**src/rtl/stage4ma_pkg.sv**
```systemverilog
// stage4ma_pkg: shared constants, FSM state type and decode helpers for the
// memory-access stage. Opcode and halt encodings stand in for the core's
// opcode table; the timeout error word is the value reported on a bus timeout.
package stage4ma_pkg;

  // Major opcodes, decoded from instr[23:16]
  localparam logic [7:0] OPC_R_ADD = 8'h01;
  localparam logic [7:0] OPC_R_LD  = 8'h20;
  localparam logic [7:0] OPC_I_LDi = 8'h21;
  localparam logic [7:0] OPC_R_ST  = 8'h22;
  localparam logic [7:0] OPC_I_STi = 8'h23;

  // System sub-opcode, decoded from instr[11:8]
  localparam logic [3:0] OPC_S_HLT = 4'hF;

  // Read-data substitute and result reported when an access times out
  localparam logic [23:0] MA_TO_ERR_DATA = 24'hFFFFFF;

  // Memory-access FSM states
  typedef enum logic [1:0] {
    MA_IDLE = 2'd0,
    MA_WAIT = 2'd1,
    MA_DONE = 2'd2
  } ma_state_t;

  function automatic logic f_is_ld(input logic [7:0] opc);
    return (opc == OPC_R_LD) || (opc == OPC_I_LDi);
  endfunction

  function automatic logic f_is_st(input logic [7:0] opc);
    return (opc == OPC_R_ST) || (opc == OPC_I_STi);
  endfunction

  // Watchdog counter width: wide enough for the limit, never below 8 bits
  function automatic int unsigned f_cnt_w(input int unsigned limit);
    int unsigned w;
    w = $clog2(limit + 1);
    return (w < 8) ? 8 : w;
  endfunction

endpackage

```
**src/rtl/stage4ma_watchdog.sv**
```systemverilog
// stage4ma_watchdog: WAIT-state cycle counter. Cleared when an access is
// issued, counts every cycle i_en is high, and pulses o_timeout in the cycle
// where the count would reach TIMEOUT_CYCLES. Used only when the stage is
// built with STAGE4MA_TIMEOUT_EN.
module stage4ma_watchdog
  import stage4ma_pkg::*;
#(
  parameter int unsigned TIMEOUT_CYCLES = 255
) (
  input  logic clk,
  input  logic rst_n,
  input  logic i_clr,
  input  logic i_en,
  output logic o_timeout
);

  localparam int unsigned CNT_W = f_cnt_w(TIMEOUT_CYCLES);

  logic [CNT_W-1:0] r_cnt;
  logic [CNT_W-1:0] w_cnt_inc;

  assign w_cnt_inc = r_cnt + 1'b1;
  assign o_timeout = i_en && (w_cnt_inc == CNT_W'(TIMEOUT_CYCLES));

  // Count WAIT cycles; clear takes priority so each access starts from zero
  always_ff @(posedge clk or negedge rst_n) begin
    if (!rst_n) begin
      r_cnt <= '0;
    end else if (i_clr) begin
      r_cnt <= '0;
    end else if (i_en) begin
      r_cnt <= w_cnt_inc;
    end
  end

endmodule

```
**src/rtl/stage4ma.sv**
```systemverilog
// stage4ma: memory-access pipeline stage between EX and WB.
// Non-memory instructions are latched to WB one edge after they arrive.
// Loads/stores issue one access on the data-memory port and stall upstream
// until it completes, then latch their result in the DONE cycle.
// Optional feature macro: STAGE4MA_TIMEOUT_EN (WAIT watchdog + bus_err_out).
//
// Data-memory handshake: mem_req is a registered request that rises on the
// edge leaving IDLE and stays high, with mem_we/mem_addr/mem_wdata stable,
// until the edge on which mem_ready is sampled high (or the watchdog fires).
// Only one access is ever outstanding; mem_rdata is taken in the mem_ready
// cycle. mem_ready outside WAIT is ignored.
module stage4ma
  import stage4ma_pkg::*;
#(
  parameter int          ADDR_W         = 24,
  parameter int          DATA_W         = 24,
  parameter int unsigned TIMEOUT_CYCLES = 255
) (
  input  logic              clk,
  input  logic              rst_n,
  input  logic              enable_in,
  output logic              enable_out,
  output logic              stall_out,
  input  logic [23:0]       pc_in,
  input  logic [23:0]       instr_in,
  input  logic [3:0]        tgt_gp_in,
  input  logic [3:0]        tgt_sr_in,
  input  logic [DATA_W-1:0] result_in,
  input  logic [DATA_W-1:0] store_data_in,
  input  logic [3:0]        flags_in,
  input  logic              branch_taken_in,
  output logic              mem_req,
  output logic              mem_we,
  output logic [ADDR_W-1:0] mem_addr,
  output logic [DATA_W-1:0] mem_wdata,
  input  logic              mem_ready,
  input  logic [DATA_W-1:0] mem_rdata,
  output logic [23:0]       pc_out,
  output logic [23:0]       instr_out,
  output logic [3:0]        tgt_gp_out,
  output logic [3:0]        tgt_sr_out,
  output logic [DATA_W-1:0] result_out,
  output logic [3:0]        flags_out,
  output logic              branch_taken_out,
  output logic              bus_err_out,
  output logic [1:0]        dbg_state_out
);

  // A zero/one limit would fire on the very first WAIT cycle or never
  if (TIMEOUT_CYCLES < 2) begin : g_bad_timeout
    $error("stage4ma: TIMEOUT_CYCLES must be at least 2");
  end

  ma_state_t         r_state;
  ma_state_t         w_state_nxt;
  logic              w_stall;
  logic              w_is_ld;
  logic              w_is_st;
  logic              w_is_mem;
  logic              w_hlt;
  logic              w_issue;
  logic              w_latch_pass;
  logic              w_latch_done;
  logic              w_timeout;
  logic              w_err;
  logic              r_is_ld;
  logic [DATA_W-1:0] r_rd_hold;
  logic [DATA_W-1:0] w_done_result;

  assign w_is_ld  = f_is_ld(instr_in[23:16]);
  assign w_is_st  = f_is_st(instr_in[23:16]);
  assign w_is_mem = w_is_ld | w_is_st;
  assign w_hlt    = (instr_in[11:8] == OPC_S_HLT);

  assign w_issue      = (r_state == MA_IDLE) && enable_in && w_is_mem;
  assign w_latch_pass = (r_state == MA_IDLE) && enable_in && !w_is_mem;
  assign w_latch_done = (r_state == MA_DONE);

  assign stall_out     = w_stall;
  assign enable_out    = enable_in & ~w_stall & ~w_hlt;
  assign dbg_state_out = r_state;

`ifdef STAGE4MA_TIMEOUT_EN
  logic r_err;
  logic r_bus_err;

  stage4ma_watchdog #(
    .TIMEOUT_CYCLES(TIMEOUT_CYCLES)
  ) u_watchdog (
    .clk      (clk),
    .rst_n    (rst_n),
    .i_clr    (w_issue),
    .i_en     (r_state == MA_WAIT),
    .o_timeout(w_timeout)
  );

  // Remember whether the in-flight access ended by timeout (mem_ready wins a tie)
  always_ff @(posedge clk or negedge rst_n) begin
    if (!rst_n) begin
      r_err <= 1'b0;
    end else if (w_issue) begin
      r_err <= 1'b0;
    end else if ((r_state == MA_WAIT) && !mem_ready && w_timeout) begin
      r_err <= 1'b1;
    end
  end

  // Error flag to WB: set by a timed-out access, cleared by the next good latch
  always_ff @(posedge clk or negedge rst_n) begin
    if (!rst_n) begin
      r_bus_err <= 1'b0;
    end else if (w_latch_pass) begin
      r_bus_err <= 1'b0;
    end else if (w_latch_done) begin
      r_bus_err <= r_err;
    end
  end

  assign w_err       = r_err;
  assign bus_err_out = r_bus_err;
`else
  assign w_timeout   = 1'b0;
  assign w_err       = 1'b0;
  assign bus_err_out = 1'b0;
`endif

  // FSM state register
  always_ff @(posedge clk or negedge rst_n) begin
    if (!rst_n) begin
      r_state <= MA_IDLE;
    end else begin
      r_state <= w_state_nxt;
    end
  end

  // FSM next state and stall request
  always_comb begin
    w_state_nxt = r_state;
    w_stall     = 1'b0;
    case (r_state)
      MA_IDLE: begin
        if (w_issue) begin
          w_stall     = 1'b1;
          w_state_nxt = MA_WAIT;
        end
      end
      MA_WAIT: begin
        w_stall = 1'b1;
        if (mem_ready || w_timeout) begin
          w_state_nxt = MA_DONE;
        end
      end
      MA_DONE: begin
        w_state_nxt = MA_IDLE;
      end
      default: begin
        w_state_nxt = MA_IDLE;
      end
    endcase
  end

  // Data-memory request port: raise on issue, hold through WAIT, drop on completion
  always_ff @(posedge clk or negedge rst_n) begin
    if (!rst_n) begin
      mem_req   <= 1'b0;
      mem_we    <= 1'b0;
      mem_addr  <= '0;
      mem_wdata <= '0;
    end else if (w_issue) begin
      mem_req   <= 1'b1;
      mem_we    <= w_is_st;
      mem_addr  <= result_in[ADDR_W-1:0];
      mem_wdata <= store_data_in;
    end else if ((r_state == MA_WAIT) && (mem_ready || w_timeout)) begin
      mem_req <= 1'b0;
    end
  end

  // Access bookkeeping: load/store kind and captured read data
  always_ff @(posedge clk or negedge rst_n) begin
    if (!rst_n) begin
      r_is_ld   <= 1'b0;
      r_rd_hold <= '0;
    end else if (w_issue) begin
      r_is_ld <= w_is_ld;
    end else if (r_state == MA_WAIT) begin
      if (mem_ready) begin
        if (r_is_ld) begin
          r_rd_hold <= mem_rdata;
        end
      end else if (w_timeout) begin
        r_rd_hold <= DATA_W'(MA_TO_ERR_DATA);
      end
    end
  end

  // Loads return read data, stores return their address, timeouts the error word
  assign w_done_result = (r_is_ld || w_err) ? r_rd_hold : result_in;

  // WB latches: passthrough in IDLE, completed access in DONE, otherwise hold
  always_ff @(posedge clk or negedge rst_n) begin
    if (!rst_n) begin
      pc_out           <= '0;
      instr_out        <= '0;
      tgt_gp_out       <= '0;
      tgt_sr_out       <= '0;
      result_out       <= '0;
      flags_out        <= '0;
      branch_taken_out <= 1'b0;
    end else if (w_latch_pass || w_latch_done) begin
      pc_out           <= pc_in;
      instr_out        <= instr_in;
      tgt_gp_out       <= tgt_gp_in;
      tgt_sr_out       <= tgt_sr_in;
      flags_out        <= flags_in;
      branch_taken_out <= branch_taken_in;
      result_out       <= w_latch_done ? w_done_result : result_in;
    end
  end

endmodule

```
**config.mk**
```make
export PLATFORM = sky130hd
export DESIGN_NAME = stage4ma
export DESIGN_NICKNAME = d
export VERILOG_FILES = /design/src/rtl/stage4ma_pkg.sv /design/src/rtl/stage4ma_watchdog.sv /design/src/rtl/stage4ma.sv
export SDC_FILE = /design/constraint.sdc
export NUM_CORES = 1
export LEC_CHECK = 0
export CORE_ASPECT_RATIO = 1.4
export CORE_MARGIN = 10
export CORE_UTILIZATION = 41
export DETAILED_ROUTE_END_ITERATION = 10
export PLACE_DENSITY = 0.88
export SYNTH_ARGS = -nofsm -noshare
export SYNTH_HDL_FRONTEND = slang
export SYNTH_SLANG_ARGS = --single-unit
```
**constraint.sdc**
```tcl
create_clock -name clk -period 3.2 [get_ports clk]
set_input_delay 0.32 -clock clk [delete_from_list [all_inputs] [get_ports clk]]
set_output_delay 0.32 -clock clk [all_outputs]
set_load 0.03 [all_outputs]
```
=== Word-level counts from Yosys, hierarchy flattened ===
Cells that the tools add are included.
W data, S select, Z words.

* Eq/ne operators: 9
* Multiplexer cells: 9
* Bitwise gates (word level): 6
* Reduce and logical (&&, ||, !) cells: 12

{| class="wikitable"
|+ Operator list
! operator !! count
|-
| $mux W24 || 2
|-
| $eq A8 B6 Y1 const B || 4
|-
| $eq A4 B4 Y1 const B || 1
|-
| $logic_and A1 B1 Y1 || 4
|-
| $mux W2 || 2
|-
| $ne A2 B2 Y1 const B || 2
|-
| $pmux W2 S2 || 1
|-
| $reduce_and A4 Y1 || 1
|-
| $logic_or A1 B1 Y1 || 3
|-
| $mux W1 || 3
|-
| $not A1 Y1 || 3
|-
| $and A1 B1 Y1 || 2
|-
| $eq A2 B1 Y1 const B || 1
|-
| $eq A2 B2 Y1 const B || 1
|-
| $logic_not A2 Y1 || 1
|-
| $pmux W1 S2 || 1
|-
| $reduce_and A2 Y1 || 1
|-
| $reduce_bool A2 Y1 || 1
|-
| $logic_not A1 Y1 || 1
|-
| $or A1 B1 Y1 || 1
|}

* Register bits after elaboration: 162
* Input bits: 137
* Logic and storage cells: 50

=== Logic depth before layout (Yosys ltp) ===
Gate-level depths: netlist (run 1).

* Depth in word-level cells: 9
* Depth in mapped cells: 6
* Gate-level depth less buffers: 3

=== Worst setup path before layout (run 1) ===
Ideal clock, no wire load.

* Kind: register -> register
* Start point: reg r_state[1] (netlist: dbg_state_out[1])
* End point: reg instr_out[0]
* Library setup time: 0.125 ns
* Arrival: 1.695 ns
* Required time: 3.075 ns
* Path slack: 1.380 ns
* Stages on the path, launching flop included: 7
* Path buffers: 3
* Path through: dfrtp_1 -> buf_2 -> nand2b_1 -> a31oi_1 -> buf_4 -> buf_6 -> mux2_4

* Cells in the longest elaborated chain, start to end: 4
* Elaborated cells between the ends (all ways): 5
* Those cells by class: eq/ne (1); reduce/logical (4)

{| class="wikitable"
|+ RTL lines
! element !! line !! text
|-
| start, declared || stage4ma.sv:54 || <nowiki>ma_state_t r_state;</nowiki>
|-
| start signal, assigned || stage4ma.sv:132 || <nowiki>r_state <= w_state_nxt;</nowiki>
|-
| $logic_not A2 Y1 || stage4ma.sv:76 || <nowiki>assign w_latch_pass = (r_state == MA_IDLE) && enable_in && !w_is_mem;</nowiki>
|-
| $logic_and A1 B1 Y1 (2 in series) || stage4ma.sv:76 ||
|-
| $logic_or A1 B1 Y1 * || stage4ma.sv:210 || <nowiki>end else if (w_latch_pass || w_latch_done) begin</nowiki>
|-
| end signal, assigned || stage4ma.sv:212 || <nowiki>instr_out <= instr_in;</nowiki>
|-
| end, declared || stage4ma.sv:39 || <nowiki>output logic [23:0] instr_out,</nowiki>
|}

Mark *: on every way between the ends. The rest lies on a longest branch, timed or not.
A chain may end at the register's enable or synchronous reset.

=== Worst setup path after layout (run 1) ===
* Start point: in instr_in[19]
* End point: out stall_out

* Cells in the longest elaborated chain, start to end: 6
* Elaborated cells between the ends (all ways): 10
* Those cells by class: eq/ne (4); mux (2); bitwise (1); reduce/logical (3)

{| class="wikitable"
|+ RTL lines
! element !! line !! text
|-
| start, declared || stage4ma.sv:25 || <nowiki>input logic [23:0] instr_in,</nowiki>
|-
| $eq A8 B6 Y1 (on tied branches) || stage4ma_pkg.sv:27, stage4ma_pkg.sv:31 ||
|-
| $logic_or A1 B1 Y1 (on tied branches) || stage4ma_pkg.sv:27, stage4ma_pkg.sv:31 ||
|-
| $or A1 B1 Y1 * || stage4ma.sv:72 || <nowiki>assign w_is_mem = w_is_ld | w_is_st;</nowiki>
|-
| $logic_and A1 B1 Y1 * || stage4ma.sv:75 || <nowiki>assign w_issue = (r_state == MA_IDLE) && enable_in && w_is_mem;</nowiki>
|-
| $mux W1 * || stage4ma.sv:142 || <nowiki>if (w_issue) begin</nowiki>
|-
| $pmux W1 S2 * || stage4ma.sv:140 || <nowiki>case (r_state)</nowiki>
|-
| end, declared || stage4ma.sv:23 || <nowiki>output logic stall_out,</nowiki>
|}

Marks and branches as above.

==> summary.md, run 1 <==
| Metric | Value |
|---|---|
| 1st-iter DRT viols | `162` |
| Port bufs | `275` |
| Synth Instances | `387` |
| TritonCTS buffer count | `17` |
| Critical Path Fanout Max | `5` |
| First-pass GRT wire length | `29600 um` |
| R2R cell count | `4` |
| Power Internal | `4560 uW` |
| Pleak | `0.00457 uW` |
| Power Density | `611 nW/um2` |
| Setup-failing EPs final | `0` |
| Switching Power | `1690 uW` |
| CTS H-tree lvls | `4` |
| WL/cell | `21.7 um` |
| Antenna Nets Post-Route | `0` |
| WP data required | `2880 ps` |
| Final instance area | `10200 um2` |
| Clock transition at the registers of the reported paths | `60 ps` |
| Final cycle utilization of the critical path | `82.8%` |
| Tmin final | `2650 ps` |
| Ys async rst share | `100%` |
| Vias per cell | `4.92` |
| Yosys warns | `0` |
| Core area | `15700 um2` |
| Startpoint Class | `input port` |
| Most frequent cells after synthesis | `dfrtp_1 (162), mux2_2 (132), mux2_4 (50), buf_2 (13), buf_6 (5)` |
| Dpl hpwl | `14700 um` |
| Layout Nets | `807` |
| Die height | `170 um` |
| Post-DP Area | `9550 um2` |
| Post-Syn Area | `6590 um2` |
| Count leader, synth | `dfrtp_1` |
| Slew @ Worst Pin | `518 ps` |
| Clock share of power | `36.8%` |
| Largest net degree at the start of global routing | `82` |
| Maximum vdd drop | `0.000357 V` |
| CP Capture Type | `output pin` |
| Clk_lat worst skew | `410 ps` |
| Max clock buf depth | `2` |
| Gate power share | `24.0%` |
| Drt drc | `0` |
| FF-to-FF Start | `dbg_state_out[0]$_DFFE_PN0P_` |
| Vias in the first global route | `4967` |
| Share of total power in sequential cells | `39.1%` |
| Arr. time, crit path | `2330 ps` |
| Clock sinks | `162` |
| Die Footprint | `21600 um2` |
| I/O pin total | `277` |
| CTS tree | `built` |
| Syn nets | `524` |
| Syn-to-layout area delta | `55.4%` |
| Max Cap Viol | `0` |
| Final wirelength | `19000 um` |
| Gpl congestion | `0.797` |
| Starting density of the core | `42.0%` |
| Synth area leaders | `dfrtp_1 (62%), mux2_2 (23%), mux2_4 (11%), buf_2 (0.99%), buf_6 (0.86%)` |
| Yosys cell types | `24` |
| RSZ-0062 raised after global routing | `false` |
| Setup crit start | `instr_in[19]` |
| Post-CTS sizing | `0` |
| Reg-to-Reg End | `result_out[18]$_DFFE_PN0P_` |
| Post-synth EDFFs | `0` |
| R2R setup slack | `1260 ps` |
| Setup TNS | `0 ps` |
| Final number of hold-violating endpoints | `0` |
| Die width | `127 um` |
| Max Fclk | `0.378 GHz` |
| Antenna violations before repair | `0` |
| CTS root buffer | `clkbuf_16` |
| Synthesis-stage register bit count | `162` |
| Crit path to | `stall_out` |
| Outcome | `finished clean` |
| FILL cells | `1144` |
| Critical path type | `in2out` |
| Main flop type after synthesis | `dfrtp_1` |
| Total GRT Usage | `17.5%` |
| Yosys top cell area share | `61.6%` |
| Worst Skew | `9.01 ps` |
| Leading area contributor after synthesis | `dfrtp_1` |
| Average cell area after synthesis | `17.0 um2` |
| Slew Viols, Final | `0` |
| HP Class | `in2async` |
| DR vias | `4324` |
| Sw Ratio | `27.1%` |
| Worst rel slew slack | `65.3%` |
| First-pass DRT Iterations | `4` |
| GRT overflow | `0` |
| Share of layout cells above drive strength 1 | `32.7%` |
| # rows | `54` |
| Post-synthesis sequential area ratio | `61.6%` |
==> layout by cell type, fill, tap and decap left out <==
master | synthesis | routed
a21oi_1 | 2 | 2
a31oi_1 | 2 | 1
a31oi_4 | 0 | 1
and3b_1 | 1 | 1
buf_12 | 0 | 2
buf_4 | 2 | 6
buf_6 | 5 | 1
bufinv_16 | 0 | 6
clkbuf_1 | 0 | 1
clkbuf_16 | 0 | 17
clkbuf_8 | 0 | 1
clkdlybuf4s50_1 | 0 | 274
clkinvlp_4 | 0 | 1
conb_1 | 1 | 1
dfrtp_1 | 162 | 162
diode_2 | 0 | 1
dlygate4sd3_1 | 0 | 1
inv_1 | 2 | 2
inv_6 | 0 | 3
inv_8 | 0 | 1
mux2_2 | 132 | 132
mux2_4 | 50 | 50
mux2i_1 | 1 | 1
nand2_1 | 1 | 1
nand2b_1 | 2 | 2
nand3_2 | 0 | 1
nand3b_1 | 1 | 1
nand4_1 | 1 | 1
nand4b_1 | 1 | 1
nor2_1 | 2 | 2
nor3b_1 | 1 | 1
nor4b_4 | 1 | 1
o211a_1 | 1 | 1
o21ai_0 | 1 | 1
o21bai_1 | 1 | 1
==> area by class of cell <==
class	instances	area [um2]	area share [%]
multi-input cells	203	2410	23.5
clock inverters	11	225	2.20
well taps	196	245	2.40
diodes	1	2.50	0.0245
flip-flops and latches	162	4050	39.6
clock buffers	19	443	4.33
repair buffers	284	2850	27.8
inverters	2	7.51	0.0734
==> stage by stage <==
stage / setup WS (ps) / hold WS [ps] / total power [uW] / std cells / utilization [%]
after floorplan: 1380 / 24.4 / 3230 / 387 / -
after global placement: 587 / 278 / 3950 / 846 / 60.9
after detailed placement: 568 / 286 / 4000 / 846 / 60.9
after CTS: 563 / 412 / 6330 / 877 / 65.3
after global routing: 436 / 434 / 6490 / 877 / 65.3
final: 551 / 407 / 6250 / 878 / 65.3
==> critical path, cell delays in order <==
cell and delay, ps:
clkdlybuf4s50_1 470, nor4b_4 550, a31oi_1 160, nor2_1 120, clkdlybuf4s50_1 700
==> power by group through the flow <==
stage / registers [uW] / logic [uW] / clock network, uW
2_1_floorplan: 2880 / 349 / 0
3_3_place_gp: 2460 / 1490 / 0
3_5_place_dp: 2480 / 1520 / 0
4_1_cts: 2450 / 1530 / 2350
5_1_grt: 2480 / 1580 / 2440
6_report: 2450 / 1500 / 2300
==> worst min path at each step <==
stage          startpoint  slack [ps]  cells after the start                            to
5_1_grt             rst_n         430                      2     mem_wdata[15]$_DFFE_PN0P_
3_3_place_gp        rst_n         280                      1     mem_wdata[11]$_DFFE_PN0P_
6_report            rst_n         410                      2     mem_wdata[15]$_DFFE_PN0P_
4_1_cts             rst_n         410                      2     mem_wdata[15]$_DFFE_PN0P_
2_1_floorplan       rst_n          20                      0  branch_taken_out$_DFFE_PN0P_
3_5_place_dp        rst_n         290                      1     mem_wdata[15]$_DFFE_PN0P_
==> sequential cells by signal, indices dropped and copies added, names as in the netlist, 24 cells and up <==
| register | count |
|---|---|
| instr_out | 24 |
| mem_addr | 24 |
| mem_wdata | 24 |
| pc_out | 24 |
| r_rd_hold | 24 |
| result_out | 24 |
==> logic make-up after synthesis <==
family                 Yosys count  synth area share (%)
buffers and inverters           22                  2.18
muxes                          183                  34.1
DFF                            162                  61.6
AOI/OAI and AO/OA                7                 0.684
other                            1                0.0569
and+or+nand+nor                 12                  1.39
==> routing by layer <==
layer  up-vias  track usage (%)  share of wire [%]
met5         -                0                  0
met3        19             6.84                7.8
met2       171             31.3                 54
met1      2185             18.1                 36
met4         0             6.00                1.8
li1       1949                -                  -
==> what timing repair did <==
item                                    in CTS  in global routing
buffers inserted                             0                  0
hold buffers                                 1                  0
endpoints found under the setup margin       0                  0
endpoints found under the hold margin       44                  0
(Power assumes the default switching activity.)
==> inputs of run 2 (changes only) <==
- clock period: 3.2 -> 2.62 ns (I/O delays scaled with it)
==> summary.md, run 2 (synthesis gave the netlist of run 1 again) <==
| Metric | Value |
|---|---|
| Outcome | `finished clean` |
| 1st-iter DRT viols | `131` |
| Maximum vdd drop | `0.000617 V` |
| CTS H-tree lvls | `4` |
| Slew Viols, Final | `0` |
| Critical Path Fanout Max | `3` |
| Critical path type | `in2out` |
| Clk_lat worst skew | `410 ps` |
| First-pass GRT wire length | `30100 um` |
| Die height | `170 um` |
| Final number of hold-violating endpoints | `0` |
| Max clock buf depth | `2` |
| HP Class | `in2async` |
| Worst Skew | `7.04 ps` |
| Core area | `15700 um2` |
| Port bufs | `275` |
| Finished Core Util | `65.2%` |
| WP data required | `2360 ps` |
| Antenna violations before repair | `0` |
| Setup TNS | `0 ps` |
| First-pass DRT Iterations | `4` |
| Die width | `127 um` |
| Max Fclk | `0.419 GHz` |
| Arr. time, crit path | `2120 ps` |
| Setup-failing EPs final | `0` |
| Total GRT Usage | `17.8%` |
| Pleak | `0.00457 uW` |
| Slew @ Worst Pin | `608 ps` |
| Layout Nets | `812` |
| Final cycle utilization of the critical path | `91.1%` |
| Tmin final | `2390 ps` |
| GRT overflow | `0` |
| WL/cell | `22.0 um` |
| Vias in the first global route | `5175` |
| DR vias | `4394` |
| Final wirelength | `19400 um` |
| TritonCTS buffer count | `17` |
| Setup WS pre-CTS | `255 ps` |
| Syn-to-layout area delta | `55.3%` |
| Startpoint Class | `input port` |
| Worst rel slew slack | `59.5%` |
| Clock transition at the registers of the reported paths | `60 ps` |
| Most common cell after layout, fill and taps aside | `clkdlybuf4s50_1` |
| Drt drc | `0` |
| Setup ws final | `233 ps` |
| # rows | `54` |
| Antenna Nets Post-Route | `0` |
| Clock sinks | `162` |
| CTS tree | `built` |
| Dpl hpwl | `15000 um` |
| Largest net degree at the start of global routing | `81` |
| Starting density of the core | `42.0%` |
| RSZ-0062 raised after global routing | `false` |
| CP Capture Type | `output pin` |
| Post-CTS sizing | `0` |
| Die Footprint | `21600 um2` |
| Antenna diode count | `0` |
| Commonest non-fill, non-tap cells in the layout | `clkdlybuf4s50_1 (274), dfrtp_1 (162), mux2_2 (132), mux2_4 (50), clkbuf_16 (17)` |
| Share of layout cells above drive strength 1 | `33.3%` |
| CTS root buffer | `clkbuf_16` |
| Max Cap Viol | `0` |
| Power Density | `725 nW/um2` |
| Gpl congestion | `0.768` |
| I/O pin total | `277` |
| Vias per cell | `4.97` |
==> run 2: cell types whose count changed in the layout (fill, tap and decap cells not counted), sizes merged <==
cell,previous run,this run
diode,1,0
bufinv,6,3
inv,6,4
clkinvlp,1,3
clkbuf,19,21
buf,9,14
clkinv,0,3
==> run 2: cell type report <==
class                      instances  area [um2]
timing repair buffer             289        2900
tap                              196         245
clock buffer                      21         460
fill                            1121        5450
inverter                           2        7.51
sequential                       162        4050
clock inverter                    11         153
multi-input combinational        203        2410
==> run 2: path summary, 6_finish.rpt <==
kind                       cells after the start                         to  slack, ps                         start
min reg2reg                                    1  r_rd_hold[22]$_DFFE_PN0P_        510     r_rd_hold[22]$_DFFE_PN0P_
max in group asynchronous                      3  r_rd_hold[16]$_DFFE_PN0P_       1390                         rst_n
min in group clk                               2  mem_wdata[14]$_DFFE_PN0P_        460             store_data_in[14]
min                                            2   mem_wdata[8]$_DFFE_PN0P_        380                         rst_n
max                                            5                 enable_out        230                  instr_in[18]
max reg2reg                                    4  tgt_gp_out[3]$_DFFE_PN0P_        640  dbg_state_out[0]$_DFFE_PN0P_
==> run 2: power breakdown <==
part	switching [uW]	internal [uW]	leakage [uW]	total (uW)
clock	1020	1560	0.000290	2580
combinational	910	937	0.00227	1850
sequential	172	2820	0.00201	2990
==> run 2: stage by stage <==
step | instance area, um2 | hold WS [ps] | total power (uW) | std cells
2_1_floorplan | 6590 | -33.6 | 3940 | 387
3_3_place_gp | 9600 | 266 | 4830 | 851
3_5_place_dp | 9600 | 292 | 4900 | 851
4_1_cts | 10200 | 416 | 7500 | 884
5_1_grt | 10200 | 435 | 7690 | 884
6_report | 10200 | 380 | 7410 | 884
==> run 2: worst max-delay path, cell delays in order <==
cell             delay, ps
clkdlybuf4s50_1        470
nor4b_4                450
a21oi_1                130
o211a_1                210
clkdlybuf4s50_1        590
==> run 2: per-layer routing <==
metal,vias up,share of wire (%),GRT usage (%)
met3,29,8.2,7.37
met2,184,54,32.1
li1,1959,-,-
met4,0,2.2,5.71
met5,-,0,0
met1,2222,36,18.3
==> run 2: timing repair <==
item	CTS	global route
endpoints found under the hold margin	60	0
setup buffers	0	0
hold buffers	1	0
==> inputs of run 3 (changes only) <==
- CTS_CLUSTER_SIZE: not set -> 24
==> results of run 3 <==
Same layout as run 2: the final DEF is identical, and so are final timing and power.
